<file path="src/rtl/serial_subtractor_pkg.sv">
// Shared ALU package: FSM state encoding and default operand width.
package serial_subtractor_pkg;

    localparam int unsigned DEFAULT_WIDTH = 4;

    typedef enum logic [1:0] {
        IDLE  = 2'd0,
        SHIFT = 2'd1,
        DONE  = 2'd2
    } state_t;

endpackage : serial_subtractor_pkg

</file>
<file path="src/rtl/serial_subtractor_if.sv">
// Request/result bundle of the serial subtractor.
//   start, A, B     : requester -> subtractor (start sampled only while ready=1)
//   ready, done     : subtractor status (done is a one-cycle pulse)
//   D, Bo           : difference and borrow out, held until the next completion
interface serial_subtractor_if
    import serial_subtractor_pkg::*;
#(
    parameter int unsigned WIDTH = DEFAULT_WIDTH
);

    logic             start;
    logic [WIDTH-1:0] A;
    logic [WIDTH-1:0] B;
    logic             ready;
    logic             done;
    logic [WIDTH-1:0] D;
    logic             Bo;

    modport master (output start, A, B, input ready, done, D, Bo);
    modport slave  (input start, A, B, output ready, done, D, Bo);

endinterface : serial_subtractor_if

</file>
<file path="src/rtl/full_subtractor_1bit.sv">
// One-bit full subtractor cell: d = a - b - bin, bout = borrow out.
//   a, b, bin : minuend bit, subtrahend bit, borrow in
//   d, bout   : difference bit, borrow out
module full_subtractor_1bit (
    input  logic a,
    input  logic b,
    input  logic bin,
    output logic d,
    output logic bout
);

    assign d    = a ^ b ^ bin;
    assign bout = (~a & b) | (~(a ^ b) & bin);

endmodule : full_subtractor_1bit

</file>
<file path="src/rtl/serial_subtractor.sv">
// Bit-serial WIDTH-bit subtractor, LSB first, one bit per clock.
//   clk, rst_n : rising-edge clock, asynchronous active-low reset
//   bus        : slave side of serial_subtractor_if (start/A/B in, ready/done/D/Bo out)
module serial_subtractor
    import serial_subtractor_pkg::*;
#(
    parameter int unsigned WIDTH = DEFAULT_WIDTH
) (
    input  logic                  clk,
    input  logic                  rst_n,
    serial_subtractor_if.slave    bus
);

    localparam int unsigned      CNT_W = (WIDTH > 1) ? $clog2(WIDTH) : 1;
    localparam logic [CNT_W-1:0] LAST  = CNT_W'(WIDTH - 1);

    state_t           state;
    state_t           state_next;
    logic [WIDTH-1:0] op_a;
    logic [WIDTH-1:0] op_b;
    logic [WIDTH-2:0] res;
    logic             borrow;
    logic [CNT_W-1:0] cnt;
    logic             bit_d;
    logic             bit_bout;
    logic [WIDTH-1:0] res_full;
    logic             last_bit;

    full_subtractor_1bit u_fs (
        .a    (op_a[0]),
        .b    (op_b[0]),
        .bin  (borrow),
        .d    (bit_d),
        .bout (bit_bout)
    );

    // Only WIDTH-1 earlier bits are kept; the current bit completes the word.
    assign res_full = {bit_d, res};
    assign last_bit = (cnt == LAST);

    // State register
    always_ff @(posedge clk or negedge rst_n) begin
        if (!rst_n) begin
            state <= IDLE;
        end else begin
            state <= state_next;
        end
    end

    // Next-state logic; start is only honoured in IDLE
    always_comb begin
        state_next = state;
        case (state)
            IDLE:    if (bus.start) state_next = SHIFT;
            SHIFT:   if (last_bit)  state_next = DONE;
            DONE:    state_next = IDLE;
            default: state_next = IDLE;
        endcase
    end

    // Operand/result shift registers, borrow FF, bit counter, result outputs
    always_ff @(posedge clk or negedge rst_n) begin
        if (!rst_n) begin
            op_a   <= '0;
            op_b   <= '0;
            res    <= '0;
            borrow <= 1'b0;
            cnt    <= '0;
            bus.D  <= '0;
            bus.Bo <= 1'b0;
        end else begin
            case (state)
                IDLE: begin
                    if (bus.start) begin
                        op_a   <= bus.A;
                        op_b   <= bus.B;
                        borrow <= 1'b0;
                        cnt    <= '0;
                    end
                end
                SHIFT: begin
                    op_a   <= op_a >> 1;
                    op_b   <= op_b >> 1;
                    res    <= res_full[WIDTH-1:1];
                    borrow <= bit_bout;
                    cnt    <= cnt + CNT_W'(1);
                    if (last_bit) begin
                        bus.D  <= res_full;
                        bus.Bo <= bit_bout;
                    end
                end
                default: ;
            endcase
        end
    end

    // Status flags registered from the next state so they track the FSM exactly
    always_ff @(posedge clk or negedge rst_n) begin
        if (!rst_n) begin
            bus.ready <= 1'b1;
            bus.done  <= 1'b0;
        end else begin
            bus.ready <= (state_next == IDLE);
            bus.done  <= (state_next == DONE);
        end
    end

endmodule : serial_subtractor

</file>
<file path="src/flat_wrapper.sv">
// flat-port wrapper written by rule: the top's interface ports become plain ports
module serial_subtractor_flat import serial_subtractor_pkg::*;
#(
    parameter int unsigned WIDTH = DEFAULT_WIDTH
)
  (clk, rst_n, bus_start, bus_A, bus_B, bus_ready, bus_done, bus_D, bus_Bo);
  serial_subtractor_if #(.WIDTH(WIDTH)) bus_i ();
  input  logic clk;
  input  logic rst_n;
  input wire logic [$bits(bus_i.start)-1:0] bus_start;
  input wire logic [$bits(bus_i.A)-1:0] bus_A;
  input wire logic [$bits(bus_i.B)-1:0] bus_B;
  output wire logic [$bits(bus_i.ready)-1:0] bus_ready;
  output wire logic [$bits(bus_i.done)-1:0] bus_done;
  output wire logic [$bits(bus_i.D)-1:0] bus_D;
  output wire logic [$bits(bus_i.Bo)-1:0] bus_Bo;
  assign bus_i.start = bus_start;
  assign bus_i.A = bus_A;
  assign bus_i.B = bus_B;
  assign bus_ready = bus_i.ready;
  assign bus_done = bus_i.done;
  assign bus_D = bus_i.D;
  assign bus_Bo = bus_i.Bo;
  serial_subtractor #(.WIDTH(WIDTH)) u_core (.clk(clk), .rst_n(rst_n), .bus(bus_i));
endmodule
</file>
<file path="config.mk">
export PLATFORM = sky130hd
export DESIGN_NAME = serial_subtractor_flat
export DESIGN_NICKNAME = d
export VERILOG_FILES = /design/src/rtl/serial_subtractor_pkg.sv /design/src/rtl/serial_subtractor_if.sv /design/src/rtl/full_subtractor_1bit.sv /design/src/rtl/serial_subtractor.sv /design/src/flat_wrapper.sv
export SDC_FILE = /design/constraint.sdc
export NUM_CORES = 1
export LEC_CHECK = 0
export CAP_MARGIN = 30
export CORE_MARGIN = 4
export CORE_UTILIZATION = 30
export CTS_BUF_LIST = sky130_fd_sc_hd__clkbuf_16
export DETAILED_ROUTE_END_ITERATION = 16
export HOLD_SLACK_MARGIN = 0.03
export MAX_ROUTING_LAYER = met4
export PLACE_DENSITY = 0.61
export RECOVER_POWER = 100
export SYNTH_ARGS = -nofsm -noshare
export SYNTH_HDL_FRONTEND = slang
export SYNTH_SLANG_ARGS = --single-unit
export TNS_END_PERCENT = 100
</file>
<file path="constraint.sdc">
create_clock -name clk -period 3.3 [get_ports clk]
set_clock_uncertainty 0.15 [all_clocks]
set_input_delay 0.495 -clock clk [delete_from_list [all_inputs] [get_ports clk]]
set_output_delay 0.495 -clock clk [all_outputs]
set_load 0.05 [all_outputs]
</file>
==> flow_summary.toml <==
[place]
pre_cts_slack_ns = 1.247
place_congestion = 0.6746
dpl.hpwl_um = 1376
io_buffers = 17

[yosys]
synth_largest_area_cell = "dfrtp_1"
synth_area_sq_mm = 0.001015
synth_nets = 85
syn_inst = 72
synth_top_area_share_pct = 54.25
ys_types = 22
ys_seq_area_share_pct = 56.84
synth_warnings = 0
ys_top_cells_by_area = "dfrtp_1, mux2_1, or4b_1, o221a_2, dfstp_2"
ys_ff_latch = 23
syn_avg_cell_area_sq_um = 14.09

[critical_path]
crit_arrival_ns = 1.62
cp_slowest_cell = "dlygate4sd3_1"
crit_family = "buffers and inverters"
cp-endpoint = "bus_ready"
max_stage_delay_ns = 0.86
timing.rr.start = "u_core.state[1]"
r2r_end = "u_core.res[1]"
critPathBufInv = 1
cp-startpoint = "u_core.bus.ready"
crit_required_ns = 2.65
crit_path_end_kind = "primary output"
ff2ff_path_depth = 2
critPathMaxFanout = 1
worstPathCellList = "dlygate4sd3_1"
crit_type = "reg2out"
start_kind = "flip-flop"
rrSetupSlack_ns = 1.56
crit_cells = 1

[status]
outcome = "complete, no violations"

[global_routing]
overflow = 0
antenna_found_initial = 0
grt.total_usage_pct = 10.81
grt_pass1_wl_um = 3436
grt_pass1_vias = 688
grt_max_degree = 16

[drt]
num_vias = 638
drt-total-wl_um = 1920
ant_nets = 0
firstDrtPassIters = 4
wire_per_inst_um = 14.44
route.detailed.drc = 0
drtIter0Drc = 39
viasPerCell = 4.797

[finish]
syn2layout_area_growth_pct = 26.14
layout-drive-gt1-share_pct = 10.11
nets = 103
seq_area_sq_um = 576.8
antennaDiodeCount = 0
nFillCells = 311
multiInputGateArea_sq_um = 367.9

[floorplanning]
pin_count = 18
fp.dieW_um = 66.16
die_area_sq_mm = 0.004377
rows = 20
start_util_pct = 32.18
core_sq_mm = 0.003153
die_h_um = 66.16

[timing]
max_freq_mhz = 442.2
rsz0062_at_grt = "false"
slew_violations = 0
setup_ws_ns = 1.039
whs_ns = 0.3241
timing.final.crit_share_pct = 68.52
setup_viol = 0
hold_viol = 0
post-route-min-period_ns = 2.261
tightest_slew_ns = 0.6189
relSlewSlack_pct = 58.74
fin_tns_setup_ns = 0

[power_and_ir_drop]
leakage_nw = 0.5780
combPwrFrac_pct = 40.8
powerDensity_mw_per_mm2 = 1021
p_switching_w = 0.0004957
swShare_pct = 37.92
ir_worst_vdd_uv = 327.3
power.share.clock_pct = 19.6
internal_power_w = 0.0008114
seqPwrFrac_pct = 39.6

[clock_network]
ctsHoldBuffers = 0
cts_num_sinks = 23
postCtsSetupRepairBufs = 0
cts_tree = "built"
clk_latency_ns = 0.25
path_clk_slew_ns = 0.06
ctsResizeCount = 0
cts_buffers = 3
htree_levels = 1
cts-root-buf = "clkbuf_16"
cts_buffer_depth = 2

[min_path]
hold_class = "reg2reg"
hold_path_depth = 1

[job]
max_cap_viol_count = 0
per-layer routing:
layer / wire, um / track usage [%] / up-vias
li1: - / - / 301
met1: 880 / 14.04 / 317
met2: 925 / 16.48 / 18
met3: 84 / 1.531 / 2
met4: 30 / 5.330 / 0
met5: 0 / - / -
logic make-up (layout without fill, tap and decap cells):
| logic type | count (synthesis) | count (layout) | share of synthesized area [%] |
|---|---|---|---|
| muxes | 9 | 9 | 9.742 |
| adders and majority gates | 2 | 2 | 3.206 |
| buffers and inverters | 12 | 29 | 5.671 |
| AOI/OAI and AO/OA | 12 | 12 | 11.34 |
| DFF | 23 | 23 | 56.84 |
| and+or+nand+nor | 14 | 14 | 13.19 |
flip-flops by register name, indices dropped and copies added, names as in the netlist:
signal            cells
u_core.cnt            2
u_core.borrow         1
u_core.bus.done       1
u_core.bus.ready      1
u_core.state          2
u_core.bus.Bo         1
u_core.op_a           4
u_core.bus.D          4
u_core.res            3
u_core.op_b           4
layout by cell type, fill, tap and decap left out, types with 3 or more instances in the layout:
| master | instances |
|---|---|
| clkdlybuf4s50_1 | 8 |
| dlygate4sd3_1 | 9 |
| nand2b_1 | 3 |
| mux2_1 | 7 |
| clkbuf_16 | 3 |
| o221a_2 | 4 |
| inv_1 | 7 |
| or4b_1 | 6 |
| dfrtp_1 | 22 |
power groups by stage:
stage / clock network [W] / registers (W) / logic [W]
floorplan: 0 / 0.000628 / 0.000307
global placement: 0 / 0.000519 / 0.000543
detailed placement: 0 / 0.000528 / 0.000566
CTS: 0.000263 / 0.000524 / 0.000568
global route: 0.000284 / 0.000539 / 0.000586
finish: 0.000257 / 0.000517 / 0.000533
cells in the mapped netlist:
library cell,instances
a211o_1,2
a21oi_1,1
buf_2,4
buf_6,1
dfrtp_1,22
dfstp_2,1
fa_1,1
ha_1,1
inv_1,6
inv_2,1
mux2_1,7
mux2i_1,2
nand2b_1,3
nand3b_4,1
nor3b_1,2
nor4bb_1,2
o21ba_1,1
o221a_1,2
o221a_2,4
o22ai_1,1
o2bb2ai_1,1
or4b_1,6
metrics by stage:
stage	util (%)	instance area [sq um]	total power, W	instances
finish	40.60	1280	0.001307	133
global route	40.60	1280	0.001409	133
detailed placement	38.81	1224	0.001094	129
global placement	38.33	1209	0.001063	128
floorplan	-	1015	0.0009349	72
CTS	41.35	1304	0.001355	133
worst min path at each step:
stage                  start       endpoint
2_1_floorplan          rst_n  u_core.borrow
3_3_place_gp   u_core.cnt[0]  u_core.cnt[0]
3_5_place_dp   u_core.cnt[0]  u_core.cnt[0]
4_1_cts        u_core.cnt[0]  u_core.cnt[0]
5_1_grt        u_core.cnt[0]  u_core.cnt[0]
6_report       u_core.cnt[0]  u_core.cnt[0]
cell type report:
| cell class | instances | share of cell area (%) |
|---|---|---|
| clock inverters | 1 | 0.3910 |
| inverters | 7 | 2.053 |
| clock buffers | 3 | 5.865 |
| well taps | 44 | 4.301 |
| repair buffers | 18 | 13.59 |
| flip-flops and latches | 23 | 45.06 |
| multi-input cells | 37 | 28.74 |
(Power assumes the default switching activity.)
